$ cat src/rtl/lelo_temp_pkg.sv
// lelo_temp_pkg
// Shared types and constants for the low-frequency temperature measurement
// sequencer (lelo_temp_seq) and its alarm comparator (lelo_temp_alarm).
//   seq_state_t : sequencer state encoding
//   LELO_DW     : default data width for delta/result/thresholds
//   acc_width() : accumulator width needed to sum 2^n_log2 samples of dw bits
package lelo_temp_pkg;

    typedef enum logic [2:0] {
        IDLE  = 3'd0,
        WARM  = 3'd1,
        ACCUM = 3'd2,
        DONE  = 3'd3,
        SLEEP = 3'd4
    } seq_state_t;

    localparam int LELO_DW = 8;

    function automatic int acc_width(input int dw, input int n_log2);
        return dw + n_log2;
    endfunction

endpackage

$ cat src/rtl/lelo_temp_alarm.sv
// lelo_temp_alarm
// Registered hysteresis comparator for the over-temperature flag.
// Ports:
//   lf_clk  in  clock
//   rst_n   in  synchronous active-low reset
//   upd     in  evaluate value against thresholds this cycle
//   value   in  code to compare
//   thr_hi  in  set threshold   (value >= thr_hi sets the alarm)
//   thr_lo  in  clear threshold (value <= thr_lo clears the alarm)
//   alarm   out registered alarm flag
module lelo_temp_alarm
    import lelo_temp_pkg::*;
#(
    parameter int DW = LELO_DW
) (
    input  logic          lf_clk,
    input  logic          rst_n,
    input  logic          upd,
    input  logic [DW-1:0] value,
    input  logic [DW-1:0] thr_hi,
    input  logic [DW-1:0] thr_lo,
    output logic          alarm
);

    logic r_alarm;

    // Set is tested first so it wins when thr_lo >= thr_hi.
    always_ff @(posedge lf_clk) begin
        if (!rst_n) begin
            r_alarm <= 1'b0;
        end else if (upd) begin
            if (value >= thr_hi) begin
                r_alarm <= 1'b1;
            end else if (value <= thr_lo) begin
                r_alarm <= 1'b0;
            end
        end
    end

    assign alarm = r_alarm;

endmodule

$ cat src/rtl/lelo_temp_seq.sv
// lelo_temp_seq
// Measurement sequencer/averager around temp_osc_measure. Enables the
// oscillator, discards the first (possibly partial) window, averages
// 2^N_LOG2 windows into one code and drives a hysteretic alarm. In
// continuous mode the oscillator is kept off for sleep_cycles between runs.
// Ports:
//   lf_clk        in  32768 Hz clock
//   rst_n         in  synchronous active-low reset
//   start         in  single-shot request (only looked at in IDLE)
//   cont          in  continuous mode level
//   sleep_cycles  in  off-time between continuous measurements
//   thr_hi/thr_lo in  alarm set/clear thresholds
//   delta         in  window count
//   delta_valid   in  window-complete flag (rising edge is used)
//   ana_en        out oscillator enable
//   busy          out high whenever not IDLE
//   result        out averaged code, held between updates
//   result_valid  out one-cycle pulse on result update
//   alarm         out over-temperature flag
module lelo_temp_seq
    import lelo_temp_pkg::*;
#(
    parameter int DW      = LELO_DW,
    parameter int N_LOG2  = 2,
    parameter int SLEEP_W = 8
) (
    input  logic               lf_clk,
    input  logic               rst_n,
    input  logic               start,
    input  logic               cont,
    input  logic [SLEEP_W-1:0] sleep_cycles,
    input  logic [DW-1:0]      thr_hi,
    input  logic [DW-1:0]      thr_lo,
    input  logic [DW-1:0]      delta,
    input  logic               delta_valid,
    output logic               ana_en,
    output logic               busy,
    output logic [DW-1:0]      result,
    output logic               result_valid,
    output logic               alarm
);

    localparam int AW = acc_width(DW, N_LOG2);
    localparam int CW = N_LOG2 + 1;
    localparam logic [CW-1:0] CNT_LAST = CW'((1 << N_LOG2) - 1);

    seq_state_t         r_state;
    logic               r_dv_q;
    logic               r_ana_en;
    logic               r_busy;
    logic [DW-1:0]      r_result;
    logic               r_result_valid;
    logic [AW-1:0]      r_acc;
    logic [CW-1:0]      r_cnt;
    logic [SLEEP_W-1:0] r_sleep_cnt;

    logic               w_dv_rise;
    logic [AW-1:0]      w_acc_sum;
    logic               w_done;

    assign w_dv_rise = delta_valid & ~r_dv_q;
    assign w_acc_sum = r_acc + AW'(delta);
    assign w_done    = (r_state == DONE);

    // Outputs are registered alongside the state so ana_en/busy/result_valid
    // change on the same edge as the state they describe.
    always_ff @(posedge lf_clk) begin
        if (!rst_n) begin
            r_state        <= IDLE;
            r_dv_q         <= 1'b0;
            r_ana_en       <= 1'b0;
            r_busy         <= 1'b0;
            r_result       <= '0;
            r_result_valid <= 1'b0;
            r_acc          <= '0;
            r_cnt          <= '0;
            r_sleep_cnt    <= '0;
        end else begin
            r_dv_q         <= delta_valid;
            r_result_valid <= 1'b0;
            case (r_state)
                IDLE: begin
                    if (start || cont) begin
                        r_state  <= WARM;
                        r_ana_en <= 1'b1;
                        r_busy   <= 1'b1;
                    end
                end
                WARM: begin
                    // First window after enabling may be partial: drop it.
                    if (w_dv_rise) begin
                        r_state <= ACCUM;
                        r_acc   <= '0;
                        r_cnt   <= '0;
                    end
                end
                ACCUM: begin
                    if (w_dv_rise) begin
                        if (r_cnt == CNT_LAST) begin
                            // Last sample is folded straight into the result.
                            r_state        <= DONE;
                            r_result       <= w_acc_sum[AW-1:N_LOG2];
                            r_result_valid <= 1'b1;
                            r_ana_en       <= 1'b0;
                        end else begin
                            r_acc <= w_acc_sum;
                            r_cnt <= r_cnt + CW'(1);
                        end
                    end
                end
                DONE: begin
                    if (!cont) begin
                        r_state <= IDLE;
                        r_busy  <= 1'b0;
                    end else if (sleep_cycles == '0) begin
                        r_state  <= WARM;
                        r_ana_en <= 1'b1;
                    end else begin
                        r_state     <= SLEEP;
                        r_sleep_cnt <= sleep_cycles;
                    end
                end
                SLEEP: begin
                    r_sleep_cnt <= r_sleep_cnt - SLEEP_W'(1);
                    if (!cont) begin
                        r_state <= IDLE;
                        r_busy  <= 1'b0;
                    end else if (r_sleep_cnt == SLEEP_W'(1)) begin
                        r_state  <= WARM;
                        r_ana_en <= 1'b1;
                    end
                end
                default: begin
                    r_state  <= IDLE;
                    r_ana_en <= 1'b0;
                    r_busy   <= 1'b0;
                end
            endcase
        end
    end

    // Alarm is evaluated during DONE, when result already holds the new code.
    lelo_temp_alarm #(
        .DW(DW)
    ) u_alarm (
        .lf_clk (lf_clk),
        .rst_n  (rst_n),
        .upd    (w_done),
        .value  (r_result),
        .thr_hi (thr_hi),
        .thr_lo (thr_lo),
        .alarm  (alarm)
    );

    assign ana_en       = r_ana_en;
    assign busy         = r_busy;
    assign result       = r_result;
    assign result_valid = r_result_valid;

endmodule

$ cat config.mk
export PLATFORM = sky130hd
export DESIGN_NAME = lelo_temp_seq
export DESIGN_NICKNAME = d
export VERILOG_FILES = /design/src/rtl/lelo_temp_pkg.sv /design/src/rtl/lelo_temp_alarm.sv /design/src/rtl/lelo_temp_seq.sv
export SDC_FILE = /design/constraint.sdc
export NUM_CORES = 1
export LEC_CHECK = 0
export ABC_AREA = 1
export CAP_MARGIN = 30
export CORE_MARGIN = 8
export CORE_UTILIZATION = 48
export DETAILED_ROUTE_END_ITERATION = 12
export GPL_TIMING_DRIVEN = 0
export PLACE_DENSITY = 0.77
export SLEW_MARGIN = 20
export SYNTH_ARGS = -nofsm -noshare
export SYNTH_HDL_FRONTEND = slang
export SYNTH_SLANG_ARGS = --single-unit
$ cat constraint.sdc
create_clock -name lf_clk -period 1.8 [get_ports lf_clk]
set_clock_uncertainty 0.05 [all_clocks]
set_input_delay 0.18 -clock lf_clk [delete_from_list [all_inputs] [get_ports lf_clk]]
set_output_delay 0.18 -clock lf_clk [all_outputs]
set_load 0.05 [all_outputs]
## Yosys cells after proc, flatten, opt, wreduce, memory -nomap -nowiden

Index checks and enable logic that the tools add are counted.

| word-level totals | value |
|---|---|
| input port bits | 37 |
| output and inout port bits | 12 |
| bits in registers | 37 |
| memories kept | 0 |
| bits in latches | 0 |
| RAM bits | 0 |
| bits in read-only memories | 0 |

| cells by class | value |
|---|---|
| shift operators | 0 |
| reductions and logical operators | 16 |
| equality and inequality tests | 18 |
| $add $sub $neg | 3 |
| bitwise operators | 4 |
| mux-type cells | 33 |
| multiply operators | 0 |
| magnitude comparators | 2 |
| div/mod/pow operators | 0 |

Operators by type and width:

| kind | count |
|---|---|
| two-way mux 3 bit | 11 |
| two-way mux 10 bit | 3 |
| != test 2 bit, second input constant | 11 |
| one-hot mux 10 bit (2 select lines) | 1 |
| two-way mux 8 bit | 2 |
| one-hot mux 8 bit (2 select lines) | 1 |
| one-hot mux 3 bit (5 select lines) | 1 |
| AND reduction 3 bit | 4 |
| two-way mux 1 bit | 11 |
| adder 10 x 8 -> 10 bit | 1 |
| equality test 3 x 2 -> 1 bit, second input constant | 3 |
| equality test 8 x 1 -> 1 bit, second input constant | 1 |
| >= comparator 8 bit | 1 |
| less-or-equal comparator 8 bit | 1 |
| zero test 8 bit | 1 |
| AND reduction 8 bit | 1 |
| subtractor 8 x 1 -> 8 bit, second input constant | 1 |
| one-hot mux 3 bit (2 select lines) | 1 |
| nonzero test 2 bit | 3 |
| one-hot mux 1 bit (5 select lines) | 1 |
| AND reduction 5 bit | 1 |
| AND reduction 4 bit | 1 |
| OR reduction 2 bit | 2 |
| adder 3 x 1 -> 3 bit, second input constant | 1 |
| 9 further kinds | 11 |

## Depth between registers and ports, before layout

| depth | value |
|---|---|
| word-level depth | 4 |
| mapped depth | 13 |

## Hierarchy

From an unflattened synthesis, not the netlist that was laid out.

| unflattened totals | value |
|---|---|
| cell total of the unflattened synthesis | 416 |
| area total of the unflattened synthesis | 2748.9 sq um |

By module, submodules not included:

| module | area an instance (sq um) | seq. area each (sq um) | cells an instance | times used |
|---|---|---|---|---|
| lelo_temp_seq | 2284.7 | 720.7 | 342 | 1 |
| lelo_temp_alarm | 464.2 | 20.0 | 74 | 1 |

## Worst setup path before layout

No wires, ideal clock.

| timing | value |
|---|---|
| kind | flip-flop to flip-flop |
| start | reg r_acc[0] |
| end | reg r_acc[6] |
| path slack | 0.043 ns |
| cell stages (with the launch flop) | 10 |
| data arrival time | 1.575 ns |
| required time | 1.618 ns |
| setup time | 0.132 ns |
| path through | dfxtp_1 ha_1 fa_1 nand3_1 nand2_1 nand2_1 nand2_1 or2_2 nand3_1 a21oi_1 |

| between the ends | value |
|---|---|
| longest elaborated chain between the ends | 4 |

RTL lines:

| what | RTL line | RTL |
|---|---|---|
| start, declared | lelo_temp_seq.sv:53 | `logic [AW-1:0] r_acc;` |
| start signal, assigned | lelo_temp_seq.sv:106 | `r_acc <= w_acc_sum;` |
| adder 10 x 8 -> 10 bit | lelo_temp_seq.sv:62 | `assign w_acc_sum = r_acc + AW'(delta);` |
| two-way mux 10 bit | lelo_temp_seq.sv:99 | `if (r_cnt == CNT_LAST) begin` |
| two-way mux 10 bit | lelo_temp_seq.sv:98 | `if (w_dv_rise) begin` |
| one-hot mux 10 bit (2 select lines) | lelo_temp_seq.sv:81 | `case (r_state)` |

Every way passes these cells. The select of a mux whose other input is x is not followed.
A chain may end at the register's enable or synchronous reset.

## Worst setup path in the final report

| timing | value |
|---|---|
| start | reg r_result[5] (netlist: result[5]) |
| end | out result[5] |

RTL lines:

| what | RTL line | RTL |
|---|---|---|
| start, declared | lelo_temp_seq.sv:51 | `logic [DW-1:0] r_result;` |
| start signal, assigned | lelo_temp_seq.sv:102 | `r_result <= w_acc_sum[AW-1:N_LOG2];` |
| end, declared | lelo_temp_seq.sv:38 | `output logic [DW-1:0] result,` |

No word-level cell between the ends.

==> impl_metrics.yaml <==
clock_tree:
  cts_tree: "done"
  cts_root_buf: "clkbuf_8"
  clk_latency_ns: 0.29
  cts.clk_slew.worst_paths_ns: 0.07
  clockBufferDepth: 2
  h-tree-depth: 2
  cts_buffers: 5
  cts_sinks: 37
  cts.hold.buffers_added: 0
run:
  drv_cap: 0
placement:
  globalplace.congestion: 0.8896
  dpl.hpwl_um: 4937
  io_buffers: 48
  dpl-instance-area_um2: 3292
setup_path:
  slowest_delay_ns: 0.83
  crit_fanout: 4
  path_depth: 1
  crit_family: "buffers and inverters"
  rr_startpoint: "r_acc[0]"
  worst_ep_required_time_ns: 1.57
  critPathCapture: "result[5]"
  worstSetupStartpoint: "result[5]"
  path_class: "flop to primary output"
  crit_buf_inv: 1
  cp_data_arrival_time_ns: 1.53
  slowest_stage: "clkdlybuf4s50_1"
  reg2reg_slack_ns: 0.05
  cp-start-kind: "flop"
  worstRegToRegCells: 9
  crit_chain: "clkdlybuf4s50_1"
  worstReg2RegEnd: "r_acc[6]"
  cp-end-kind: "primary output"
logic_synthesis:
  yosys.area_share.simple: 0.3370
  syn_area_um2: 2721
  synth_cell_type_count: 34
  synth_edf_count: 0
  syn_area_per_cell_um2: 6.449
  synthFlopType: "dfxtp_1"
  syn-instance-count: 422
  synth-compound-area-share: 0.1338
  synth_top_family_by_area: "simple AND/OR/NAND/NOR gates"
  synth_xor_area_frac: 0.01287
  synth_seq_cells: 37
  yosys.area_share.adder: 0.1361
  ys_async_sr_fraction: 0
  ys_warn_count: 0
  synth-seq-area-share: 0.2722
  synth_mux_area_frac: 0
  synthesis.nets: 488
finish:
  num_antenna_cells: 0
  layout-drive-gt1-share: 0.07917
  syn_to_final_growth_pct: 26.21
  mostFrequentLayoutCell: "nand2_1"
  fin_nets: 546
  fin_area_um2: 3435
  layout_common_cells: "nand2_1 (115), inv_1 (61), nor2_1 (51)"
power_and_ir_drop:
  vdd_drop_max_v: 0.0004732
  powerDensity_nw_per_um2: 840.6
  p_leak_nw: 1.709
  p_total_mw: 2.887
hold_path:
  whs_path_depth: 2
  hold_path_class: "flop to flop"
timing:
  relSlewSlack: 0.6242
  final-setup-viol-count: 0
  rsz0062_at_grt: "yes"
  period_share: 0.9759
  drv_slew: 0
  worst_pin_slew_ns: 0.5637
  period_minus_slack_ns: 1.757
  fmax_ghz: 0.5693
  finalHoldViolCount: 0
route:
  routed_wirelength_um: 6352
  drt_drc_violations_left: 0
  routedWlPerCell_um: 11.51
  drt_iter0_markers: 135
  viasPerCell: 4.877
  drt_first_pass_iters: 5
  route.vias.total: 2692
  ant_nets: 0
global_route:
  grt_pass1_wl_um: 11210
  antenna_found_initial: 0
  gr-total-overflow: 0
  gr-usage-all-layers: 0.1562
  grt_pass1_vias: 2594
  grt_max_degree: 12
floorplanning:
  std_cell_rows: 27
  initial_core_util: 0.4942
  dieWidth_um: 91.30
  die_y_um: 91.30
  io-pin-count: 49
  dieArea_um2: 8335
  core_area_um2: 5507
run_status:
  status: "finished, final reports clean"
[final cells by class]
class,count,area (um^2)
tap,72,90.09
sequential,37,742.0
multi-input combinational,313,1713
inverter,66,252.7
fill,504,2072
buffer,6,41.29
clock buffer,6,82.58
clock inverter,1,7.507
timing repair buffer,51,505.5
[cell usage after synthesis (3+ instances only)]
cell type    n  area, um^2
a21oi_1     34       170.2
nand3_1     21       105.1
o21ai_1      4       20.02
nor2_1      51       191.4
clkbuf_1     3       11.26
nand2_2      3       18.77
inv_1       61       229.0
xor2_1       4       35.03
a21o_1       3       22.52
dfxtp_1     37       740.7
nand3b_1     5       37.54
nand2_1    119       446.7
nor2_2       3       18.77
ha_1        28       350.3
nand4_1      4       25.02
o21ai_0     20       100.1
[sequential cells by signal, indices dropped and copies added (netlist names)]
name,count
ana_en,1
r_state,3
u_alarm.alarm,1
result_valid,1
r_acc,10
busy,1
r_dv_q,1
r_cnt,3
r_sleep_cnt,8
result,8
[layer usage]
metal	vias to the layer above	routed length, um	track usage
met2	60	2735	0.2497
met1	1161	3221	0.2020
met4	0	102	0.06412
li1	1460	-	-
met3	11	293	0.02798
met5	-	0	0
[cell families (layout without fill, tap and decap cells)]
family	Yosys count	count (layout)
AOI/OAI and AO/OA	66	66
xor gates and xnor gates	4	4
buffers and inverters	72	130
and+or+nand+nor	214	214
adders and majority gates	29	29
DFF	37	37
[per-stage QoR]
step / worst slack, ns / hold WS [ns] / setup TNS (ns) / std cells / utilization
global placement: -0.4003 / 0.3968 / -2.090 / 542 / 0.5978
finish: 0.04337 / 0.4119 / 0 / 552 / 0.6237
floorplan: 0.04268 / 0.2235 / 0 / 422 / -
CTS: 0.01430 / 0.4143 / 0 / 549 / 0.6155
global route: -0.04145 / 0.4237 / -0.1392 / 552 / 0.6237
detailed placement: -0.4085 / 0.4021 / -2.479 / 542 / 0.5978
[repair_timing]
action,in CTS,in global routing
resized for setup,3,9
cloned,0,0
setup buffers,0,3
pin swaps,0,4
setup endpoints to repair,2,5
endpoints found under the hold margin,0,0
[worst min path at each step]
stage | startpoint | end | slack, ns
after detailed placement | u_alarm.alarm | u_alarm.alarm | 0.40
final | r_cnt[2] | r_cnt[2] | 0.41
after CTS | u_alarm.alarm | u_alarm.alarm | 0.41
after global routing | u_alarm.alarm | u_alarm.alarm | 0.42
after global placement | r_cnt[2] | r_cnt[2] | 0.40
after floorplan | delta_valid | r_dv_q | 0.22
[power breakdown]
group	leakage (nW)	total (mW)	switching (mW)	internal, mW
combinational	1.37	1.29	0.797	0.490
clock	0.0433	0.603	0.301	0.303
sequential	0.301	0.996	0.0804	0.916
total	1.71	2.89	1.18	1.71
Power figures use the tool's default switching activity.
